`config.mk`:
```
export PLATFORM = sky130hd
export DESIGN_NAME = if_fetch_ctrl_flat
export DESIGN_NICKNAME = d
export VERILOG_FILES = /design/src/rtl/if_fetch_ctrl_pkg.sv /design/src/rtl/if_fetch_ctrl_if.sv /design/src/rtl/if_fetch_ctrl_fetch_timer.sv /design/src/rtl/if_fetch_ctrl.sv /design/src/flat_wrapper.sv
export SDC_FILE = /design/constraint.sdc
export NUM_CORES = 1
export LEC_CHECK = 0
export BUFFER_PORTS_ARGS = -buffer_cell sky130_fd_sc_hd__buf_2
export CAP_MARGIN = 20
export CORE_MARGIN = 5
export CORE_UTILIZATION = 30
export CTS_BUF_LIST = sky130_fd_sc_hd__clkbuf_4 sky130_fd_sc_hd__clkbuf_8 sky130_fd_sc_hd__clkbuf_16
export DETAILED_ROUTE_END_ITERATION = 10
export PLACE_DENSITY = 0.64
export SLEW_MARGIN = 10
export SYNTH_ARGS = -nofsm -noshare
export SYNTH_HDL_FRONTEND = slang
export SYNTH_HIERARCHICAL = 1
export SYNTH_SLANG_ARGS = --single-unit
```
`constraint.sdc`:
```
create_clock -name clk -period 2.1 [get_ports clk]
set_input_delay 0.315 -clock clk [delete_from_list [all_inputs] [get_ports clk]]
set_output_delay 0.315 -clock clk [all_outputs]
set_load 0.01 [all_outputs]
```
`src/rtl/if_fetch_ctrl_pkg.sv`:
```
// Shared definitions for the instruction-fetch controller: state encodings,
// the NOP word delivered on error, and the common enable/stall levels.
package if_fetch_ctrl_pkg;

    typedef enum logic [1:0] {
        FetchIdle    = 2'd0,
        FetchReq     = 2'd1,
        FetchDeliver = 2'd2,
        FetchDrain   = 2'd3
    } fetch_state_e;

    localparam logic [31:0] NopInst     = 32'h0000_0000;

    localparam logic        ChipEnable  = 1'b1;
    localparam logic        ChipDisable = 1'b0;

    localparam logic        Stop        = 1'b1;
    localparam logic        NoStop      = 1'b0;

endpackage

```
`src/rtl/if_fetch_ctrl_if.sv`:
```
// Instruction bus between the fetch controller (master) and memory (slave).
// Single-cycle ack; read data is valid in the same cycle as the ack.
interface if_fetch_ctrl_if;
    logic        ibus_req_o;
    logic [31:0] ibus_addr_o;
    logic        ibus_ack_i;
    logic [31:0] ibus_data_i;

    modport master (
        output ibus_req_o,
        output ibus_addr_o,
        input  ibus_ack_i,
        input  ibus_data_i
    );

    modport slave (
        input  ibus_req_o,
        input  ibus_addr_o,
        output ibus_ack_i,
        output ibus_data_i
    );
endinterface

```
`src/rtl/if_fetch_ctrl_fetch_timer.sv`:
```
// Bus-wait timer: clear/increment counter with a terminal-count flag that
// fires in the last cycle allowed before the fetch controller gives up.
module if_fetch_ctrl_fetch_timer #(
    parameter int unsigned TIMEOUT = 255
) (
    input  logic clk,
    input  logic rst,
    input  logic clr_i,
    input  logic inc_i,
    output logic tc_o
);
    localparam int unsigned W = $clog2(TIMEOUT);
    localparam logic [W-1:0] TcValue = W'(TIMEOUT - 1);

    logic [W-1:0] cnt_q;
    logic [W-1:0] cnt_d;

    // Next count: clear wins over increment.
    always_comb begin
        cnt_d = cnt_q;
        if (clr_i) begin
            cnt_d = '0;
        end else if (inc_i) begin
            cnt_d = cnt_q + 1'b1;
        end
    end

    // Counter register.
    always_ff @(posedge clk or negedge rst) begin
        if (!rst) begin
            cnt_q <= '0;
        end else begin
            cnt_q <= cnt_d;
        end
    end

    assign tc_o = (cnt_q == TcValue);

endmodule

```
`src/rtl/if_fetch_ctrl.sv`:
```
// Instruction-fetch bus controller between the PC register and IF/ID.
//
//  state        | meaning
//  -------------+--------------------------------------------------------
//  FetchIdle    | no bus access; waiting for ce_i with a fresh PC
//  FetchReq     | request outstanding, ack or timeout ends it
//  FetchDeliver | if_valid_o=1, holding the slot until IF/ID captures it
//  FetchDrain   | flushed while outstanding; swallow the ack, deliver nothing
module if_fetch_ctrl
    import if_fetch_ctrl_pkg::*;
#(
    parameter int unsigned TIMEOUT  = 255,
    parameter logic [31:0] NOP_INST = NopInst
) (
    input  logic                   clk,
    input  logic                   rst,
    input  logic [31:0]            pc_i,
    input  logic                   ce_i,
    input  logic [5:0]             stall,
    input  logic                   flush,
    if_fetch_ctrl_if.master        ibus,
    output logic                   stallreq_o,
    output logic [31:0]            if_pc_o,
    output logic [31:0]            if_inst_o,
    output logic                   if_valid_o,
    output logic                   if_err_o
);

    fetch_state_e state_q;
    logic         req_q;
    logic [31:0]  addr_q;
    logic [31:0]  pc_q;
    logic [31:0]  inst_q;
    logic         valid_q;
    logic         err_q;

    logic         tmr_clr;
    logic         tmr_inc;
    logic         tmr_tc;
    logic         outstanding;

    // Only stall[1] matters to this stage.
    logic         unused_stall;
    assign unused_stall = ^{stall[5:2], stall[0]};

    // The timer runs across REQ and DRAIN so a flush does not extend the budget.
    assign outstanding = (state_q == FetchReq) || (state_q == FetchDrain);
    assign tmr_clr     = !outstanding;
    assign tmr_inc     = outstanding && !ibus.ibus_ack_i;

    if_fetch_ctrl_fetch_timer #(
        .TIMEOUT (TIMEOUT)
    ) u_timer (
        .clk   (clk),
        .rst   (rst),
        .clr_i (tmr_clr),
        .inc_i (tmr_inc),
        .tc_o  (tmr_tc)
    );

    // Fetch FSM with registered bus and IF/ID outputs.
    always_ff @(posedge clk or negedge rst) begin
        if (!rst) begin
            state_q <= FetchIdle;
            req_q   <= 1'b0;
            addr_q  <= '0;
            pc_q    <= '0;
            inst_q  <= '0;
            valid_q <= 1'b0;
            err_q   <= 1'b0;
        end else begin
            case (state_q)
                FetchIdle: begin
                    if (ce_i == ChipEnable && !flush) begin
                        if (pc_i[1:0] == 2'b00) begin
                            addr_q  <= pc_i;
                            req_q   <= 1'b1;
                            state_q <= FetchReq;
                        end else begin
                            pc_q    <= pc_i;
                            inst_q  <= NOP_INST;
                            err_q   <= 1'b1;
                            valid_q <= 1'b1;
                            state_q <= FetchDeliver;
                        end
                    end
                end
                FetchReq: begin
                    if (ibus.ibus_ack_i) begin
                        req_q <= 1'b0;
                        if (flush) begin
                            state_q <= FetchIdle;
                        end else begin
                            inst_q  <= ibus.ibus_data_i;
                            pc_q    <= addr_q;
                            err_q   <= 1'b0;
                            valid_q <= 1'b1;
                            state_q <= FetchDeliver;
                        end
                    end else if (flush) begin
                        // Never abort a bus cycle; let DRAIN absorb the ack.
                        state_q <= FetchDrain;
                    end else if (tmr_tc) begin
                        req_q   <= 1'b0;
                        pc_q    <= addr_q;
                        inst_q  <= NOP_INST;
                        err_q   <= 1'b1;
                        valid_q <= 1'b1;
                        state_q <= FetchDeliver;
                    end
                end
                FetchDrain: begin
                    if (ibus.ibus_ack_i || tmr_tc) begin
                        req_q   <= 1'b0;
                        state_q <= FetchIdle;
                    end
                end
                FetchDeliver: begin
                    if (flush || stall[1] == NoStop) begin
                        valid_q <= 1'b0;
                        state_q <= FetchIdle;
                    end
                end
                default: begin
                    req_q   <= 1'b0;
                    valid_q <= 1'b0;
                    state_q <= FetchIdle;
                end
            endcase
        end
    end

    assign stallreq_o = (state_q == FetchIdle && ce_i == ChipEnable && !flush)
                      || outstanding;

    assign ibus.ibus_req_o  = req_q;
    assign ibus.ibus_addr_o = addr_q;
    assign if_pc_o          = pc_q;
    assign if_inst_o        = inst_q;
    assign if_valid_o       = valid_q;
    assign if_err_o         = err_q;

endmodule

```
`src/flat_wrapper.sv`:
```
// flat-port wrapper written by rule: the top's interface ports become plain ports
module if_fetch_ctrl_flat import if_fetch_ctrl_pkg::*;
#(
    parameter int unsigned TIMEOUT  = 255,
    parameter logic [31:0] NOP_INST = NopInst
)
  (clk, rst, pc_i, ce_i, stall, flush, stallreq_o, if_pc_o, if_inst_o, if_valid_o, if_err_o, ibus_ibus_req_o, ibus_ibus_addr_o, ibus_ibus_ack_i, ibus_ibus_data_i);
  if_fetch_ctrl_if ibus_i ();
  input  logic clk;
  input  logic rst;
  input  logic [31:0] pc_i;
  input  logic ce_i;
  input  logic [5:0] stall;
  input  logic flush;
  output logic stallreq_o;
  output logic [31:0] if_pc_o;
  output logic [31:0] if_inst_o;
  output logic if_valid_o;
  output logic if_err_o;
  output wire logic [$bits(ibus_i.ibus_req_o)-1:0] ibus_ibus_req_o;
  output wire logic [$bits(ibus_i.ibus_addr_o)-1:0] ibus_ibus_addr_o;
  input wire logic [$bits(ibus_i.ibus_ack_i)-1:0] ibus_ibus_ack_i;
  input wire logic [$bits(ibus_i.ibus_data_i)-1:0] ibus_ibus_data_i;
  assign ibus_ibus_req_o = ibus_i.ibus_req_o;
  assign ibus_ibus_addr_o = ibus_i.ibus_addr_o;
  assign ibus_i.ibus_ack_i = ibus_ibus_ack_i;
  assign ibus_i.ibus_data_i = ibus_ibus_data_i;
  if_fetch_ctrl #(.TIMEOUT(TIMEOUT), .NOP_INST(NOP_INST)) u_core (.clk(clk), .rst(rst), .pc_i(pc_i), .ce_i(ce_i), .stall(stall), .flush(flush), .ibus(ibus_i), .stallreq_o(stallreq_o), .if_pc_o(if_pc_o), .if_inst_o(if_inst_o), .if_valid_o(if_valid_o), .if_err_o(if_err_o));
endmodule
```
# [Yosys cells after proc, flatten, opt, wreduce, memory -nomap -nowiden]
# Cells that the tools add are included.
[classes] addsub=1 n_mul=0 n_div=0 n_lt_le_gt_ge=0 n_eq_ne=14 shifts=0 n_mux=43 bitwise_logic=1 n_reduce_logical=20
[ops] cell="$mux W32" n=12
[ops] cell="$pmux W32 S2" n=2
[ops] cell="$mux W2" n=8
[ops] cell="$mux W8" n=2
[ops] cell="$mux W1" n=15
[ops] cell="$reduce_and A6 Y1" n=2
[ops] cell="$add A8 B1 Y8 const B" n=1
[ops] cell="$eq A8 B8 Y1 const B" n=1
[ops] cell="$ne A2 B1 Y1 const B" n=4
[ops] cell="$pmux W2 S4" n=1
[ops] cell="$ne A2 B2 Y1 const B" n=3
[ops] cell="$pmux W1 S3" n=2
[ops] cell="$reduce_bool A3 Y1" n=2
[ops] cell="$reduce_and A5 Y1" n=1
[ops] cell="$eq A2 B2 Y1 const B" n=2
[ops] cell="$logic_and A1 B1 Y1" n=4
[ops] cell="$logic_not A2 Y1" n=2
[ops] cell="$logic_or A1 B1 Y1" n=4
[ops] cell="$ne A4 B3 Y1 const B" n=1
[ops] cell="$reduce_and A4 Y1" n=1
[ops] cell="$ne A3 B2 Y1 const B" n=1
[ops] cell="$ne A3 B3 Y1 const B" n=1
[ops] cell="$reduce_and A3 Y1" n=1
[ops] cell="$eq A2 B1 Y1 const B" n=1
[ops] cell="other kinds (4)" n=5
[word_totals] ff_bits=109 latch_bits=0 ramBits=0 rom_bits=0 input_bits=75 output_inout_bits=100 word_cells=87 n_memories=0

# [Logic depth before layout (Yosys ltp)]
[logic_depth] depth_word=5 mapped_depth=10 ltp_nobuf=8

# [Modules after synthesis]
# The synthesis kept the hierarchy.
[modules_own_cells] module="if_fetch_ctrl" instances=1 cells_per_inst=389 area_each_um2=4304.1
[modules_own_cells] module="if_fetch_ctrl_fetch_timer" instances=1 cells_per_inst=41 area_each_um2=410.4

# [Worst setup path before layout]
# Ideal clock, no wire load.
[synth_path] path_type="reg2reg" from="register u_core.u_timer.cnt_q[0]" to="register u_core.pc_q[21], in the netlist u_core/if_pc_o[21]" setup_ns=0.123 arrival_time_ns=1.725 slack_ns=0.253 stages_incl_launch_ff=10 path_buffers=2 synth_period_minus_slack_ns=1.847 cell_sequence="dfrtp_1 > inv_1 > ha_1 > nand3_1 > nor2_1 > nor3b_1 > nor4b_4 > buf_2 > buf_4 > a21oi_1"
[synth_via] elab_chain_len=3
[synth_lines] item="from (decl)" line_no="if_fetch_ctrl_fetch_timer.sv:15" source="logic [W-1:0] cnt_q;"
[synth_lines] item="from (signal assigned)" line_no="if_fetch_ctrl_fetch_timer.sv:33" source="cnt_q <= cnt_d;"
[synth_lines] item="$eq A8 B8 Y1" line_no="if_fetch_ctrl_fetch_timer.sv:37" source="assign tc_o = (cnt_q == TcValue);"
[synth_lines] item="named net u_core.tmr_tc" line_no="if_fetch_ctrl.sv:39" source="logic tmr_tc;"
[synth_lines] item="$ne A3 B2 Y1 (no line)"
[synth_lines] item="$reduce_and A5 Y1 (no line)"
[synth_lines] item="to (signal assigned)" line_no="if_fetch_ctrl.sv:80" source="pc_q <= pc_i;"
[synth_lines] item="to (signal assigned)" line_no="if_fetch_ctrl.sv:95" source="pc_q <= addr_q;"
[synth_lines] item="to (signal assigned)" line_no="if_fetch_ctrl.sv:105" source="pc_q <= addr_q;"
[synth_lines] item="to (decl)" line_no="if_fetch_ctrl.sv:32" source="logic [31:0] pc_q;"
# The timed path passes the listed nets, and every way through them passes these cells.
# A chain may end at the register's enable or synchronous reset.

# [Worst setup path after layout]
[layout_path] from="register u_core.u_timer.cnt_q[0]" to="register u_core.pc_q[7], in the netlist u_core/if_pc_o[7]"
# The elaborated chain is that of the path after synthesis.

==> metrics.log <==
[metrics] outcome: finished, final reports clean
[metrics] detailed router's first-iteration violation count: roughly 180
[metrics] vias in the first global route: a little under 4000
[metrics] period utilisation layout: 94.8%
[metrics] maximum clock skew at final layout: around 0.0057 ns
[metrics] Slew Limit Headroom: between 70% and 80%
[metrics] ratio of routed vias to standard cells: roughly 4.6
[metrics] type of origin of the critical path: flip-flop
[metrics] DIE WIDTH: roughly 140 um
[metrics] Synth cell types: 36
[metrics] antenna violations before repair: 0
[metrics] fill cell total of the finished layout: roughly 1500
[metrics] area delta synth->final: 34.0%
[metrics] clk_lat worst skew: 0.35 ns
[metrics] number of buffers created by CTS: 9
[metrics] Final setup violation count: 0
[metrics] Post-Layout Inst Area: ~0.0063 mm2
[metrics] Routed Wire Length: 12.0 mm
[metrics] starting utilization of the core area: ~30%
[metrics] Post-synth EDFFs: 0
[metrics] kind of capture point of the worst setup path: flip-flop
[metrics] RePlAce Congestion: just under 0.8
[metrics] GRT Overall Usage: about an eighth
[metrics] first-pass GRT wire length: 19.4 mm
[metrics] clk sink count: 109
[metrics] static leakage: between 2 and 3 nW
[metrics] largest net degree at the start of global routing: 57
[metrics] Critical R2R Launch: u_core/u_timer/cnt_q[0]
[metrics] count of unresolved DRC violations after routing: 0
[metrics] standard-cell rows: 45
[metrics] worst vdd rail ir drop: 0.000408 V
[metrics] data required time at the worst endpoint: around 2.4 ns
[metrics] area of all sequential standard cells: 0.00273 mm2
[metrics] most frequent cells in the layout: sky130_fd_sc_hd__buf_2 (168), sky130_fd_sc_hd__dfrtp_1 (109), sky130_fd_sc_hd__nor2_1 (44)
[metrics] post-CTS clock slew at the launch and capture registers of the worst setup and hold paths: ~0.070 ns
[metrics] Register-to-Register Path Depth: 10
[metrics] final hold slack: a little under 0.2 ns
[metrics] gate count after technology mapping: 430
[metrics] number of endpoints with negative hold slack in the final report: 0
[metrics] Routed WL per cell: around 15 um
[metrics] height of the die: between 100 and 150 um
[metrics] main flop type after synthesis: sky130_fd_sc_hd__dfrtp_1
[metrics] most common cell after layout, fill and taps aside: sky130_fd_sc_hd__buf_2
[metrics] DRT Pass-1 Iters: 4
[metrics] Endpoint, Worst Hold: u_core/if_inst_o[1]
[metrics] arrival time of the worst setup path: between 2 and 2.5 ns
[metrics] placed standard-cell area: just under 0.006 mm2
[metrics] number of antenna-violating nets in the routed design: 0
[metrics] number of instances on the worst hold path: 3
[metrics] proportion of layout cells with a drive suffix above 1: 40.7%
[metrics] Post-Place Worst Slack: approximately 0.13 ns
[metrics] core occupancy in the finished layout: roughly 41%
[metrics] count of yosys warnings during synthesis: 6
[metrics] overflow left after global routing: 0
[metrics] class of the most critical setup path: reg -> reg
[metrics] multi-input combinational cell area: ~0.0017 mm2
[metrics] CTS root buf: sky130_fd_sc_hd__clkbuf_16
[metrics] post-synthesis area per instance: 11.0 um2
[metrics] DIE AREA: about 0.018 mm2
[metrics] Period minus WS final: between 1.5 and 2 ns
[metrics] Max Transition Viols Final: 0
[metrics] slew of the pin with the lowest slew margin: 0.450 ns
[metrics] Tightest Hold Check Type: in -> reg
[metrics] CTS tree: built
[metrics] Worst R2R End: u_core/if_pc_o[7]
[metrics] net count after synthesis: 507
[metrics] Top Ports: roughly 180
[metrics] total vias in the final route: between 3000 and 4000
[metrics] level count of the clock H-tree: 3
[metrics] final layout net count: ~700
[metrics] post-synth design cell area: 0.00471 mm2
[metrics] worst-case clock buffer depth: 2
[metrics] post-route setup slack: 0.109 ns
[metrics] timing-limited maximum frequency: 0.502 GHz
[metrics] ys async rst share: 100%
[metrics] beginning of the worst hold path: ibus_ibus_data_i[1]
[metrics] largest fanout of any net on the critical path: 24
[metrics] buffers added on ports: between 150 and 200
[metrics] Diodes inserted: 0
[metrics] sequential share of the synthesized area: approximately 58%
[metrics] post-route total power: about 6 mW
[metrics] placed wire-length estimate after detailed placement: roughly 8.5 mm
[metrics] flops & latches, synth: between 100 and 150
[metrics] P per Cell Area: between 900 and 1000 mW/mm2
[metrics] worst reg-to-reg setup slack: 0.11 ns
[metrics] placeable core region: 0.0153 mm2
[metrics] max-cap violation count: 0
==> synth_stat cells (7+ instances only) <==
| library cell | n | area [um2] |
|---|---|---|
| sky130_fd_sc_hd__a21oi_1 | 37 | 185 |
| sky130_fd_sc_hd__mux2_2 | 30 | 338 |
| sky130_fd_sc_hd__buf_4 | 9 | 67.6 |
| sky130_fd_sc_hd__inv_1 | 35 | 131 |
| sky130_fd_sc_hd__dfrtp_1 | 109 | 2730 |
| sky130_fd_sc_hd__nand2_1 | 7 | 26.3 |
| sky130_fd_sc_hd__buf_2 | 16 | 80.1 |
| sky130_fd_sc_hd__mux2i_1 | 32 | 320 |
| sky130_fd_sc_hd__nor2_1 | 45 | 169 |
| sky130_fd_sc_hd__o21ai_0 | 7 | 35.0 |
| sky130_fd_sc_hd__nand3_1 | 36 | 180 |
| sky130_fd_sc_hd__o21ai_1 | 31 | 155 |
==> per-layer routing <==
layer / routed length, um / global-route usage, % / up-vias
li1: - / - / 1822
met1: 5150 / 16.2 / 1799
met2: 5700 / 21.4 / 122
met3: 971 / 4.42 / 18
met4: 216 / 5.43 / 0
met5: 0 / 0 / -
==> area by class of cell <==
type	count	area share, %
multi-input combinational	257	27.0
timing repair buffer	195	18.6
clock inverter	6	1.37
clock buffer	10	3.68
sequential	109	43.2
tap	211	4.18
inverter	35	2.08
==> worst max-delay path: stages, from the launching register on <==
cell and delay [ns]:
sky130_fd_sc_hd__dfrtp_1 0.38, sky130_fd_sc_hd__inv_1 0.06, sky130_fd_sc_hd__ha_1 0.14, sky130_fd_sc_hd__nand3_1 0.09
sky130_fd_sc_hd__nor2_2 0.18, sky130_fd_sc_hd__nor3b_2 0.09, sky130_fd_sc_hd__nor4b_4 0.42, sky130_fd_sc_hd__buf_12 0.20
sky130_fd_sc_hd__buf_12 0.17, sky130_fd_sc_hd__nor2_1 0.05, sky130_fd_sc_hd__a21oi_1 0.12
==> power breakdown <==
part,switching (mW),internal [mW]
clock network,0.778,1.06
logic,0.727,0.660
registers,0.242,2.48
==> cells by family after synthesis <==
kind of cell	synth area share (%)
compound gates	9.32
flops	57.9
mux	14.0
buf+inv	6.40
simple gates	11.2
xor+xnor	0.743
fa+ha+maj	0.531
==> worst max-delay path by stage <==
| stage | cells after the start | start | slack, ns | to |
|---|---|---|---|---|
| 3_5_place_dp | 10 | u_core/u_timer/cnt_q[0] | 0.13 | u_core/if_inst_o[23] |
| 5_1_grt | 9 | u_core/u_timer/cnt_q[0] | -0.03 | u_core/if_pc_o[24] |
| 4_1_cts | 10 | u_core/u_timer/cnt_q[0] | 0.11 | u_core/if_inst_o[25] |
| 3_3_place_gp | 10 | u_core/u_timer/cnt_q[0] | 0.18 | u_core/if_inst_o[23] |
| 2_1_floorplan | 9 | u_core/u_timer/cnt_q[0] | 0.25 | u_core/if_pc_o[21] |
| 6_report | 10 | u_core/u_timer/cnt_q[0] | 0.11 | u_core/if_pc_o[7] |
==> flip-flops by register name, indices dropped and copies added (netlist names) <==
register / count
u_core/ibus.ibus_req_o: 1
u_core/state_q: 2
u_core/ibus.ibus_addr_o: 32
u_core/if_err_o: 1
u_core/u_timer/cnt_q: 8
u_core/if_valid_o: 1
u_core/if_inst_o: 32
u_core/if_pc_o: 32
==> repair_timing <==
action                                 in CTS  in global routing
endpoints found under the hold margin      32                  0
hold buffers                                1                  0
buffers inserted                            0                  4
setup endpoints to repair                   0                 33
gates resized for setup                     0                  4
==> stage by stage <==
step | setup TNS, ns | cells
2_1_floorplan | 0 | 430
3_3_place_gp | 0 | 799
3_5_place_dp | 0 | 799
4_1_cts | 0 | 816
5_1_grt | -0.251 | 823
6_report | 0 | 823
(Power assumes the default switching activity.)
